`src/rtl/recon_sum_4x4.sv`:
```
// Reconstruction stage: buffers one 4x4 block of residuals plus prediction,
// adds and clips each pixel, and streams the block out one 4-pixel row per handshake.
module recon_sum_4x4 #(
    parameter int PIX_W = 8,
    parameter int RES_W = 16
) (
    input  logic                 clk,
    input  logic                 rst,
    input  logic                 ena,
    input  logic                 start,
    output logic                 start_ready,
    input  logic                 res_zero,
    input  logic [3:0]           blk_idx_in,
    input  logic [16*RES_W-1:0]  residual_in,
    input  logic [16*PIX_W-1:0]  pred_in,
    output logic                 row_valid,
    input  logic                 row_ready,
    output logic [4*PIX_W-1:0]   row_data,
    output logic [1:0]           row_idx,
    output logic [3:0]           blk_idx_out,
    output logic                 blk_done
);

    typedef enum logic {
        IDLE = 1'b0,
        OUT  = 1'b1
    } state_t;

    localparam logic signed [RES_W:0] PIX_MAX = (RES_W+1)'((1 << PIX_W) - 1);

    state_t                r_state;
    state_t                w_state_nxt;
    logic [1:0]            r_row;
    logic [1:0]            w_row_nxt;
    logic                  r_done;
    logic                  w_done_nxt;
    logic                  w_last;
    logic                  w_load;

    logic [16*RES_W-1:0]   r_res;
    logic [16*PIX_W-1:0]   r_pred;
    logic                  r_res_zero;
    logic [3:0]            r_blk_idx;

    // Widening by one bit keeps res + pred exact even at the residual extremes.
    function automatic logic [PIX_W-1:0] recon_pix(
        input logic signed [RES_W-1:0] res,
        input logic        [PIX_W-1:0] pred
    );
        logic signed [RES_W:0] sum;
        sum = $signed({res[RES_W-1], res})
            + $signed({{(RES_W+1-PIX_W){1'b0}}, pred});
        if (sum[RES_W])
            recon_pix = '0;
        else if (sum > PIX_MAX)
            recon_pix = '1;
        else
            recon_pix = sum[PIX_W-1:0];
    endfunction

    always_comb begin
        w_last      = (r_state == OUT) && row_ready && (r_row == 2'd3);
        start_ready = (r_state == IDLE) || w_last;
        w_load      = ena && start && start_ready;
    end

    always_comb begin
        w_state_nxt = r_state;
        w_row_nxt   = r_row;
        w_done_nxt  = 1'b0;
        case (r_state)
            IDLE: begin
                if (start) begin
                    w_state_nxt = OUT;
                    w_row_nxt   = 2'd0;
                end
            end
            OUT: begin
                if (row_ready) begin
                    // Row 3 wraps to 0, which is also the first row of a back-to-back block.
                    w_row_nxt = r_row + 2'd1;
                    if (r_row == 2'd3) begin
                        w_done_nxt  = 1'b1;
                        w_state_nxt = start ? OUT : IDLE;
                    end
                end
            end
            default: begin
                w_state_nxt = IDLE;
                w_row_nxt   = 2'd0;
            end
        endcase
    end

    always_ff @(posedge clk or posedge rst) begin
        if (rst) begin
            r_state <= IDLE;
            r_row   <= 2'd0;
            r_done  <= 1'b0;
        end else if (ena) begin
            r_state <= w_state_nxt;
            r_row   <= w_row_nxt;
            r_done  <= w_done_nxt;
        end
    end

    always_ff @(posedge clk or posedge rst) begin
        if (rst) begin
            r_res      <= '0;
            r_pred     <= '0;
            r_res_zero <= 1'b0;
            r_blk_idx  <= 4'd0;
        end else if (w_load) begin
            r_res      <= residual_in;
            r_pred     <= pred_in;
            r_res_zero <= res_zero;
            r_blk_idx  <= blk_idx_in;
        end
    end

    always_comb begin
        row_data = '0;
        for (int c = 0; c < 4; c++) begin
            if (r_res_zero)
                row_data[PIX_W*c +: PIX_W] = r_pred[PIX_W*(4*int'(r_row)+c) +: PIX_W];
            else
                row_data[PIX_W*c +: PIX_W] = recon_pix(
                    $signed(r_res[RES_W*(4*int'(r_row)+c) +: RES_W]),
                    r_pred[PIX_W*(4*int'(r_row)+c) +: PIX_W]);
        end
    end

    assign row_valid   = (r_state == OUT);
    assign row_idx     = r_row;
    assign blk_idx_out = r_blk_idx;
    assign blk_done    = r_done;

endmodule

```
`config.mk`:
```
export PLATFORM = sky130hd
export DESIGN_NAME = recon_sum_4x4
export DESIGN_NICKNAME = d
export VERILOG_FILES = /design/src/rtl/recon_sum_4x4.sv
export SDC_FILE = /design/constraint.sdc
export NUM_CORES = 1
export LEC_CHECK = 0
export CELL_PAD_IN_SITES_DETAIL_PLACEMENT = 0
export CELL_PAD_IN_SITES_GLOBAL_PLACEMENT = 2
export CORE_UTILIZATION = 35
export DETAILED_ROUTE_END_ITERATION = 7
export PLACE_DENSITY_LB_ADDON = 0.1
export SKIP_CTS_REPAIR_TIMING = 1
export SYNTH_ARGS = -nofsm -noshare
export SYNTH_HDL_FRONTEND = slang
export SYNTH_SLANG_ARGS = --single-unit
```
`constraint.sdc`:
```
create_clock -name clk -period 16.71 [get_ports clk]
set_input_delay 3.342 -clock clk [delete_from_list [all_inputs] [get_ports clk]]
set_output_delay 3.342 -clock clk [all_outputs]
set_load 0.05 [all_outputs]
```
== Word-level counts from Yosys, hierarchy flattened ==
Cells that the tools add are included.

* Bits in registers: 393
* Bits in latches: 0
* Memory bits (writable): 0
* ROM bits: 0
* Bits of input ports: 394
* Output and inout port bits: 41
* Logic and storage cells: 59
* Memories kept: 0

* Add/sub/neg operators: 8
* Multiply operators: 0
* Divide/modulo/power cells: 0
* Order comparisons: 4
* Equal/unequal tests: 3
* Shift operators: 8
* Multiplexer cells: 22
* Bitwise logic cells: 1
* Reductions and logical operators: 6

{| class="wikitable"
|+ Operator list
! cell !! count
|-
| $shiftx A256 B10 Y16 || 3
|-
| $shiftx A128 B9 Y8 || 3
|-
| $shiftx A256 B9 Y16 || 1
|-
| $shiftx A128 B8 Y8 || 1
|-
| $mux W8 || 12
|-
| $add A16 B9 Y17 || 4
|-
| $gt A17 B9 Y1 const B || 4
|-
| $add A4 B2 Y5 const B || 2
|-
| $mux W1 || 6
|-
| $add A4 B1 Y5 const B || 1
|-
| $logic_and A1 B1 Y1 || 4
|-
| $mux W2 || 2
|-
| $ne A2 B2 Y1 const B || 2
|-
| $pmux W2 S2 || 1
|-
| $reduce_and A3 Y1 || 1
|-
| $add A2 B1 Y2 const B || 1
|-
| $eq A2 B2 Y1 const B || 1
|-
| $pmux W1 S2 || 1
|-
| $logic_or A1 B1 Y1 || 1
|-
| $not A1 Y1 || 1
|}

== Longest topological paths before layout ==
Gate-level depths: netlist of the first run.

* Depth after elaboration: 7
* Gate-level depth with buffers: 19
* Gate-level depth less buffers: 11

== Least setup slack after synthesis of the first run ==
Ideal clock, no wire load.

* Kind: register to output
* Start point: reg r_row[0], in the netlist row_idx[0]
* End point: out row_data[24]
* Data arrival time: 5.313 ns
* Required time: 13.368 ns
* Path slack: 8.055 ns
* Cell stages (with the launch flop): 19
* Buffers on the path: 7
* Cell sequence: dfrtp_1 buf_6 buf_8 buf_8 buf_4 buf_2 buf_2 buf_2 mux4_2 ha_1 inv_1 fa_1 nor2b_1 o2111ai_1 nor4bb_1 nor3b_1 or3_1 a2111o_1 o221a_1

* Longest elaborated chain between the ends: 7
* Elaborated cells on any way between the ends: 8
* Those cells by class: add/sub: 2; order compare: 1; shift: 2; mux: 3

{| class="wikitable"
|+ Ends and longest elaborated chain
! element !! line !! text
|-
| from (decl) || 33 || <nowiki>logic [1:0] r_row;</nowiki>
|-
| from (signal assigned) || 102 || <nowiki>r_row <= w_row_nxt;</nowiki>
|-
| $add A4 B2 Y5 (*) || 125, 128, 129 ||
|-
| $shiftx A256 B10 Y16 or $shiftx A128 B9 Y8 (tied branches) || 128, 125, 129 ||
|-
| $add A16 B9 Y17 || 52 || <nowiki>+ $signed({{(RES_W+1-PIX_W){1'b0}}, pred});</nowiki>
|-
| $gt A17 B9 Y1 || 55 || <nowiki>else if (sum > PIX_MAX)</nowiki>
|-
| $mux W8 || 55 ||
|-
| $mux W8 || 53 || <nowiki>if (sum[RES_W])</nowiki>
|-
| $mux W8 (*) || 124 || <nowiki>if (r_res_zero)</nowiki>
|-
| to (decl) || 18 || <nowiki>output logic [4*PIX_W-1:0] row_data,</nowiki>
|}

Mark *: on every way between the ends. The rest lies on a longest branch, timed or not.

== Worst setup path after layout of the first run ==
* Start point: reg r_row[0], in the netlist row_idx[0]
* End point: out row_data[30]

The elaborated chain is that of the path after synthesis.

==> out/metrics.csv, run 1 <==
stage;metric;value;unit
logic_synthesis;postSynthCellCount;1304;
cts;clkTransAtPathRegs;0.06;ns
logic_synthesis;synth_nets;1735;
die;initial_core_util;35.52;%
worst_setup_path;cp.depth;12;
die;coreArea;54030;sq um
pwr;power.density;229.3;nW/um^2
worst_setup_path;r2r_end;r_pred[59]$_DFFE_PP0P_;
logic_synthesis;synth-edff-count;0;
routing;drt_iter0_drc;500;
worst_setup_path;crit_family;buffers and inverters;
routing;postRouteAntennaNets;0;
logic_synthesis;yosys-top-cells-area;dfrtp_1 51%, mux2_2 23%, mux4_2 10%;
layout;fin_nets;2157;
logic_synthesis;async_flop_share;100.0;%
sta;min_period_over_period;59.28;%
logic_synthesis;synthFlopType;dfrtp_1;
worst_setup_path;crit_type;flop to output pin;
logic_synthesis;synth.top_cell.area_share;51.25;%
die;die_h;236.1;um
cts;cts_buffer_depth;3;
worst_setup_path;critPathCaptureType;output pin;
worst_setup_path;rr_worst_depth;7;
die;io-pin-count;435;
sta;final-hold-violation-count;0;
pwr;leakage;0.01030;uW
sta;setup_viol;0;
worst_setup_path;crit_buf_inv;3;
layout;mostFrequentLayoutCells;434 x clkdlybuf4s50_1, 391 x dfrtp_1, 389 x mux2_2;
layout;utilization;47.50;%
worst_setup_path;cp_common_cell;buf_4;
global_routing;grt_pass1_vias;13900;
flow_run;max_cap_viol_count;0;
worst_setup_path;crit_fanout;36;
routing;via_count;12860;
logic_synthesis;synth.yosys.warnings;0;
worst_hold_path;hold_class;flop to flop;
layout;final_common_cell;clkdlybuf4s50_1;
global_routing;grt_start_max_net_pins;178;
worst_setup_path;endpoint;row_data[30];
routing;dr.pass1.iters;4;
layout;syn_to_final_growth;33.75;%
sta;tns;0;ns
worst_setup_path;max_stage_delay;0.71;ns
cts;cts_tree;yes;
cts;cts_made_buffers;45;
routing;wl;55030;um
die;rows;85;
worst_setup_path;r2r_setup_slack;12.13;ns
worst_hold_path;min_from;r_res[72]$_DFFE_PP0P_;
logic_synthesis;synth_seq_cells;393;
place;routabilityCongestion;0.7953;
worst_setup_path;startpoint_type;flop;
sta;slew_headroom;16.02;%
global_routing;overflow;0;
pwr;ir_drop;0.1792;mV
cts;clkSinkCount;393;
layout;filler_cell_count;4842;
worst_setup_path;cp.required;13.37;ns
worst_setup_path;worst_ep_arrival_time;6.56;ns
routing;viasPerCell;5.224;
die;die-width;236.1;um
place;port_buffers;434;
logic_synthesis;synth_area;19190;sq um
global_routing;track_usage;19.91;%
cts;cts-root-buf;clkbuf_16;
sta;fin_skew;0.01335;ns
sta;worst_pin_slew;1.250;ns
place;hpwl;40170;um
worst_setup_path;r2r-start;row_idx[1]$_DFFE_PP0P_;
cts;insertion_delay;0.57;ns
routing;routedWlPerCell;22.35;um
global_routing;antenna_found_initial;20;
logic_synthesis;synth_top_area_cell;dfrtp_1;
status;status;finished clean;
worst_setup_path;slowest_stage;clkdlybuf4s50_1;
cts;htreeDepth;2;
sta;fin_crit;9.905;ns
logic_synthesis;ys_seq_area_share;51.25;%
die;die-area;55760;sq um
pwr;power;5884;uW
sta;drv_slew;0;
layout;drive_above_1_share;32.69;%
logic_synthesis;synth_cell_types;57;
global_routing;grt_pass1_wl;84260;um
sta;rsz0062_at_grt;no;
sta;timing.fmax;0.1010;GHz
routing;drcViolationCount;0;
worst_setup_path;cp_cell_sequence;buf_4 > buf_4 > mux4_2 > ha_1 > nor2b_1 > o2111ai_1 > nor4bb_1 > nor3b_1 > or3_1 > a2111o_1 > o221a_1 > clkdlybuf4s50_1;
logic_synthesis;syn_area_per_cell;14.72;sq um
worst_setup_path;critPathLaunch;row_idx[0]$_DFFE_PP0P_;
## Yosys cell counts (all sizes together), types with 3 or more instances
library cell	count
nand2b	8
a2111oi	4
nor3b	4
xnor2	13
nand4b	3
o221a	16
mux4	96
or3b	5
nand4	5
nor2b	6
a22o	3
buf	21
nor3	11
o21a	7
nor2	31
nand3	13
o211ai	6
dfrtp	393
a211oi	6
xor2	9
clkbuf	50
nand2	31
a21oi	21
mux2i	4
ha	33
mux2	389
fa	4
inv	22
or3	5
o21ai	39
a21o	4
o2111ai	4
a31oi	18
## layout make-up
type | instances | area (sq um) | area share [%]
diodes | 7 | 17.52 | 0.06825
flip-flops and latches | 393 | 9842 | 38.35
clock inverters | 8 | 68.82 | 0.2681
multi-input cells | 817 | 8952 | 34.88
clock buffers | 72 | 1360 | 5.299
repair buffers | 446 | 4459 | 17.38
well taps | 696 | 870.8 | 3.393
inverters | 23 | 93.84 | 0.3656
## report_power, final
| part | internal (uW) | total [uW] | switching (uW) |
|---|---|---|---|
| combinational | 1550 | 3210 | 1660 |
| clock | 570 | 969 | 399 |
| sequential | 1430 | 1710 | 278 |
## flip-flops by register name, indices dropped and copies added, names as in the netlist
name and count:
blk_done 1, blk_idx_out 4, r_pred 128, r_res 256, r_res_zero 1, row_idx 2, row_valid 1
## worst min path at each step
stage,to,slack (ns),cells after the start
after floorplan,r_res[104]$_DFFE_PP0P_,0.47,1
after global placement,r_res[95]$_DFFE_PP0P_,0.48,1
after detailed placement,r_res[40]$_DFFE_PP0P_,0.49,1
after CTS,r_res[72]$_DFFE_PP0P_,0.50,1
after global routing,r_res[63]$_DFFE_PP0P_,0.51,1
final,r_res[72]$_DFFE_PP0P_,0.50,1
## layer usage
metal	routed length, um	part of all wire (%)	up-vias	global-route usage (%)
li1	-	-	5801	-
met1	23210	42	6636	25.31
met2	26570	48	304	32.73
met3	3977	7.2	93	6.273
met4	1095	2.0	28	5.274
met5	172	0.31	-	0
## cells by family (layout without fill, tap and decap cells)
group                      after synthesis  after routing  share of synthesized area (%)
buffers and inverters                   94            549                          2.152
muxes                                  489            489                          34.47
adders and majority gates               37             37                          2.569
AOI/OAI and AO/OA                      138            138                          5.034
DFF                                    393            393                          51.25
other                                    0              7                              0
and+or+nand+nor                        131            131                          3.515
xor gates and xnor gates                22             22                          1.004
## metrics by stage
stage	instance area, sq um	hold slack (ns)	setup slack [ns]	instances
after floorplan	19190	0.4720	2.442	1304
final	25660	0.4959	6.805	2462
after detailed placement	24220	0.4898	7.327	2375
after CTS	25650	0.5027	6.680	2455
after global routing	25650	0.5113	6.380	2458
after global placement	24220	0.4823	7.380	2375
## worst reg2reg max path, stage by stage, from the launching register on
cell     delay (ns)
dfrtp_4        0.82
ha_1           0.31
nand2_1        0.15
a21oi_4        0.20
buf_12         0.66
buf_4          0.98
buf_4          0.86
mux2_2         0.49
Power figures use the tool's default switching activity.
==> run 2, diff against run 1 <==
clock period = 9.8 ns   (was 16.71 ns; I/O delays follow)
==> out/metrics.csv, run 2 (same netlist as run 1, synthesis figures left out) <==
stage;metric;value;unit;change
sta;fin_skew;0.02260;ns;+0.009257 ns
global_routing;grt_pass1_vias;13570;;-2.4%
pwr;p_seq_share;29.1;%;about the same
place;place_ws;2.423;ns;-4.904 ns
cts;cts-root-buf;clkbuf_16;;
cts;cts_buffer_depth;3;;unchanged
layout;syn_to_final_growth;34.46;%;
routing;dr.pass1.iters;4;;unchanged
pwr;swShare;39.63;%;-0.060 points
layout;multi_input_area;8952;sq um;unchanged
flow_run;max_cap_viol_count;0;;unchanged
worst_hold_path;min_from;r_pred[94]$_DFFE_PP0P_;;
sta;fin_crit;7.898;ns;
sta;drv_slew;0;;unchanged
pwr;switchingPower;4011;uW;+72%
cts;htreeDepth;2;;unchanged
routing;viasPerCell;5.162;;-1.2%
place;port_buffers;434;;unchanged
routing;drcViolationCount;0;;unchanged
layout;seq_area;9842;sq um;unchanged
routing;wl;55490;um;+0.83%
sta;timing.fmax;0.1266;GHz;
place;routabilityCongestion;0.7897;;-0.70%
sta;final-hold-violation-count;0;;unchanged
worst_setup_path;rr_worst_depth;7;;unchanged
cts;cts_tree;yes;;
cts;cts_made_buffers;46;;+2.2%
sta;slew_headroom;18.75;%;+2.7 points
pwr;intPower;6111;uW;+72%
worst_setup_path;cp_cell_sequence;buf_12 > mux4_2 > ha_1 > a21oi_1 > o2111ai_1 > a31oi_1 > nand2b_1 > a21oi_1 > nor3_1 > a31oi_1 > clkdlybuf4s50_1;;
pwr;power.density;392.3;nW/um^2;+71%
sta;worst_pin_slew;1.209;ns;-0.04064 ns
pwr;leakage;0.01036;uW;+0.53%
status;status;finished clean;;
die;die_h;236.1;um;unchanged
sta;tns;0;ns;unchanged
routing;postRouteAntennaNets;0;;unchanged
die;die-width;236.1;um;unchanged
layout;regMostFlops;r_res;;
worst_setup_path;crit_buf_inv;2;;-1
worst_setup_path;max_stage_delay;0.99;ns;+0.28 ns
place;dpl_cell_area;24270;sq um;+0.20%
place;hpwl;40500;um;+0.81%
global_routing;track_usage;20.04;%;+0.14 points
sta;min_period_over_period;80.59;%;
routing;routedWlPerCell;22.43;um;+0.34%
worst_setup_path;crit_type;flop to output pin;;
worst_setup_path;r2r_end;r_pred[19]$_DFFE_PP0P_;;
die;die-area;55760;sq um;unchanged
worst_setup_path;cp.required;7.84;ns;-5.53 ns
routing;drt_iter0_drc;542;;+8.4%
worst_setup_path;crit_fanout;38;;+5.6%
worst_hold_path;hold_depth;1;;unchanged
pwr;ir_drop;0.3184;mV;+78%
layout;drive_above_1_share;33.07;%;+0.38 points
cts;clkTransAtPathRegs;0.06;ns;about the same
worst_setup_path;r2r-start;row_idx[1]$_DFFE_PP0P_;;
worst_setup_path;worst_ep_arrival_time;5.94;ns;-0.62 ns
cts;clkSinkCount;393;;unchanged
sta;worst_slack;1.902;ns;-4.903 ns
layout;final_common_cell;clkdlybuf4s50_1;;
die;rows;85;;unchanged
worst_hold_path;hold_end;r_pred[94]$_DFFE_PP0P_;;
die;coreArea;54030;sq um;unchanged
cts;insertion_delay;0.58;ns;about the same
global_routing;grt_pass1_wl;84460;um;+0.23%
global_routing;grt_start_max_net_pins;176;;-1.1%
die;io-pin-count;435;;unchanged
worst_setup_path;critPathCaptureType;output pin;;
layout;filler_cell_count;4801;;-0.85%
die;initial_core_util;35.52;%;unchanged
pwr;p_clk_share;16.8;%;+0.3 points
worst_setup_path;startpoint_type;flop;;
sta;setup_viol;0;;unchanged
worst_setup_path;crit_family;compound AO/OA/AOI/OAI gates;;
layout;largest_reg_flops;256;;unchanged
sta;rsz0062_at_grt;no;;
worst_setup_path;slowest_stage;dfrtp_4;;
worst_setup_path;r2r_setup_slack;5.74;ns;-6.39 ns
global_routing;antenna_found_initial;21;;+5.0%
worst_hold_path;hold_class;flop to flop;;
layout;fin_nets;2160;;+0.14%
global_routing;overflow;0;;unchanged
routing;via_count;12770;;-0.70%
layout;mostFrequentLayoutCells;434 x clkdlybuf4s50_1, 391 x dfrtp_1, 389 x mux2_2;;
layout;fin_area;25800;sq um;+0.53%
pwr;combinationalPowerShare;54.1;%;-0.4 points
-- run 2: worst register-to-register path, cell delays in order (launching register included) --
cell	delay, ns
dfrtp_4	0.88
buf_4	0.55
ha_1	0.28
nand2_1	0.12
a21oi_4	0.16
buf_4	0.56
buf_12	0.68
mux2_2	0.70
-- run 2: power groups by stage --
stage | clock network, uW | logic [uW] | registers, uW
global route | 1830 | 5940 | 3070
floorplan | 0 | 4120 | 2780
detailed placement | 0 | 5510 | 2980
CTS | 1770 | 5540 | 2950
finish | 1700 | 5480 | 2940
global placement | 0 | 5500 | 2950
-- run 2: layout make-up --
cell class | count | share of cell area [%]
Sequential cell | 393 | 38.15
Inverter | 23 | 0.3492
Timing Repair Buffer | 448 | 17.49
Multi-Input combinational cell | 817 | 34.70
Tap cell | 696 | 3.375
Clock buffer | 70 | 5.359
Antenna cell | 15 | 0.1455
Clock inverter | 12 | 0.4413
-- run 2: layer usage --
| layer | up-vias | global-route usage, % | share of wire, % | wire [um] |
|---|---|---|---|---|
| met1 | 6521 | 26.64 | 44 | 24350 |
| met3 | 87 | 5.313 | 6.4 | 3553 |
| met4 | 14 | 6.651 | 2.3 | 1268 |
| li1 | 5832 | - | - | - |
| met2 | 318 | 31.76 | 47 | 26220 |
| met5 | - | 0 | 0.18 | 100 |
-- run 2: worst max path at each step --
stage	from	end	cells past startpoint
3_5_place_dp	row_idx[0]$_DFFE_PP0P_	row_data[9]	11
6_report	row_idx[0]$_DFFE_PP0P_	row_data[9]	11
3_3_place_gp	row_idx[0]$_DFFE_PP0P_	row_data[10]	11
5_1_grt	row_idx[0]$_DFFE_PP0P_	row_data[10]	11
4_1_cts	row_idx[0]$_DFFE_PP0P_	row_data[9]	11
2_1_floorplan	row_idx[0]$_DFFE_PP0P_	row_data[24]	18
-- run 2: stage by stage --
stage	util (%)	hold slack [ns]	power [uW]	instances
finish	47.76	0.4997	10120	2474
global route	47.71	0.5100	10830	2465
CTS	47.69	0.5040	10260	2459
detailed placement	44.92	0.4903	8487	2377
global placement	44.92	0.4830	8454	2377
floorplan	-	0.4720	6901	1304
==> run 3, diff against run 2 <==
clock period = 7.8 ns   (was 9.8 ns; I/O delays follow)
==> out/metrics.csv, run 3 (same netlist as run 1, synthesis figures left out) <==
stage;metric;value;unit;change
layout;regMostFlops;r_res;;
layout;largest_reg_flops;256;;unchanged
status;status;finished clean;;
routing;postRouteAntennaNets;0;;unchanged
sta;final-hold-violation-count;0;;unchanged
layout;seq_area;9842;sq um;unchanged
worst_setup_path;rr_worst_depth;6;;-1
layout;mostFrequentLayoutCells;434 x clkdlybuf4s50_1, 391 x dfrtp_1, 389 x mux2_2;;
layout;multi_input_area;8952;sq um;unchanged
worst_setup_path;crit_fanout;42;;+11%
worst_setup_path;cp.required;6.24;ns;-1.60 ns
pwr;power.density;494.3;nW/um^2;+26%
place;hpwl;41000;um;+1.2%
routing;viasPerCell;5.183;;+0.40%
global_routing;grt_pass1_vias;13910;;+2.5%
global_routing;track_usage;20.24;%;+0.20 points
cts;clkSinkCount;393;;unchanged
cts;clkTransAtPathRegs;0.06;ns;about the same
place;numPlacedInstances;2382;;+0.21%
cts;insertion_delay;0.59;ns;about the same
sta;fin_crit;7.062;ns;
routing;via_count;12820;;+0.40%
worst_setup_path;crit_type;flop to output pin;;
worst_hold_path;hold_depth;1;;unchanged
routing;drcViolationCount;0;;unchanged
die;die-area;55760;sq um;unchanged
routing;dr.pass1.iters;5;;+1
worst_setup_path;critPathCaptureType;output pin;;
cts;cts_made_buffers;45;;-2.2%
worst_setup_path;max_stage_delay;0.90;ns;-0.09 ns
pwr;power;12780;uW;+26%
worst_setup_path;crit_family;compound AO/OA/AOI/OAI gates;;
global_routing;grt_pass1_wl;85100;um;+0.76%
layout;syn_to_final_growth;34.75;%;
layout;final-instance-count-excl-fill;2474;;unchanged
die;io-pin-count;435;;unchanged
worst_setup_path;critPathLaunch;row_idx[0]$_DFFE_PP0P_;;
worst_setup_path;startpoint_type;flop;;
worst_setup_path;r2r-start;row_idx[0]$_DFFE_PP0P_;;
place;place_ws;1.327;ns;-1.096 ns
cts;cts-root-buf;clkbuf_16;;
die;die-width;236.1;um;unchanged
pwr;ir_drop;0.3417;mV;+7.3%
layout;fin_nets;2164;;+0.19%
routing;routedWlPerCell;22.70;um;+1.2%
sta;setup_viol;0;;unchanged
sta;tns;0;ns;unchanged
cts;cts_tree;yes;;
cts;cts_buffer_depth;3;;unchanged
flow_run;max_cap_viol_count;0;;unchanged
die;initial_core_util;35.52;%;unchanged
worst_setup_path;slowest_stage;clkdlybuf4s50_1;;
worst_setup_path;cp_cell_sequence;buf_12 > mux4_2 > ha_1 > a21oi_1 > o2111ai_1 > a31oi_1 > o21ai_0 > or3b_2 > nand2_1 > a31oi_1 > clkdlybuf4s50_1;;
global_routing;antenna_found_initial;21;;unchanged
pwr;leakage;0.01038;uW;+0.23%
place;routabilityCongestion;0.7905;;+0.10%
sta;drv_slew;0;;unchanged
worst_setup_path;r2r_setup_slack;4.10;ns;-1.64 ns
sta;worst_slack;0.7378;ns;-1.164 ns
die;coreArea;54030;sq um;unchanged
sta;slew_headroom;34.66;%;+16 points
sta;min_period_over_period;90.54;%;
worst_setup_path;crit_buf_inv;2;;unchanged
cts;htreeDepth;2;;unchanged
sta;timing.fmax;0.1416;GHz;
die;die_h;236.1;um;unchanged
layout;filler_cell_count;4823;;+0.46%
sta;rsz0062_at_grt;no;;
layout;drive_above_1_share;33.28;%;+0.21 points
global_routing;grt_start_max_net_pins;149;;-15%
die;rows;85;;unchanged
global_routing;overflow;0;;unchanged
worst_setup_path;worst_ep_arrival_time;5.50;ns;-0.44 ns
worst_setup_path;cp_common_cell;a31oi_1;;
worst_hold_path;hold_class;flop to flop;;
sta;fin_skew;0.02023;ns;-0.002374 ns
worst_setup_path;endpoint;row_data[9];;
layout;final_common_cell;clkdlybuf4s50_1;;
routing;wl;56150;um;+1.2%
worst_setup_path;r2r_end;r_res[7]$_DFFE_PP0P_;;
place;port_buffers;434;;unchanged
worst_setup_path;cp.depth;11;;unchanged
sta;worst_pin_slew;0.9779;ns;-0.2315 ns
routing;drt_iter0_drc;626;;+15%
[run 3: metal layers]
metal	vias to the layer above	GRT usage, %	wire length [um]	part of all wire [%]
met5	-	0	119	0.21
met3	81	5.067	3120	5.6
met1	6574	26.45	24650	44
met2	315	32.80	27100	48
met4	18	6.808	1156	2.1
li1	5835	-	-	-
[run 3: layout make-up]
class                           instances  area share [%]
Clock buffer                           65           5.032
Inverter                               23          0.3484
Antenna cell                           11          0.1065
Clock inverter                         16          0.8178
Sequential cell                       393           38.06
Tap cell                              696           3.368
Timing Repair Buffer                  453           17.64
Multi-Input combinational cell        817           34.62
[run 3: power by group]
group | total (uW) | switching, uW | internal, uW
Clock | 2170 | 882 | 1290
Combinational | 6940 | 3590 | 3340
Sequential | 3670 | 604 | 3070
Total | 12800 | 5080 | 7700
[run 3: stage by stage]
step	hold slack (ns)	util (%)	area, sq um
final	0.5003	47.86	25860
after global routing	0.5122	47.84	25850
after CTS	0.5035	47.81	25830
after detailed placement	0.4899	45.01	24320
after global placement	0.4825	45.01	24320
after floorplan	0.4720	-	19190
[run 3: worst min path at each step]
stage                      startpoint                endpoint
3_5_place_dp   r_pred[84]$_DFFE_PP0P_  r_pred[84]$_DFFE_PP0P_
5_1_grt        r_res[204]$_DFFE_PP0P_  r_res[204]$_DFFE_PP0P_
4_1_cts        r_pred[84]$_DFFE_PP0P_  r_pred[84]$_DFFE_PP0P_
6_report       r_res[134]$_DFFE_PP0P_  r_res[134]$_DFFE_PP0P_
3_3_place_gp   r_res[168]$_DFFE_PP0P_  r_res[168]$_DFFE_PP0P_
2_1_floorplan  r_res[104]$_DFFE_PP0P_  r_res[104]$_DFFE_PP0P_
[run 3: worst reg2reg max path, stage by stage, from the launching register on]
cell	delay, ns
dfrtp_4	0.75
buf_12	0.38
ha_1	0.33
nand2_1	0.12
a21oi_4	0.80
buf_4	0.74
mux2_2	0.46
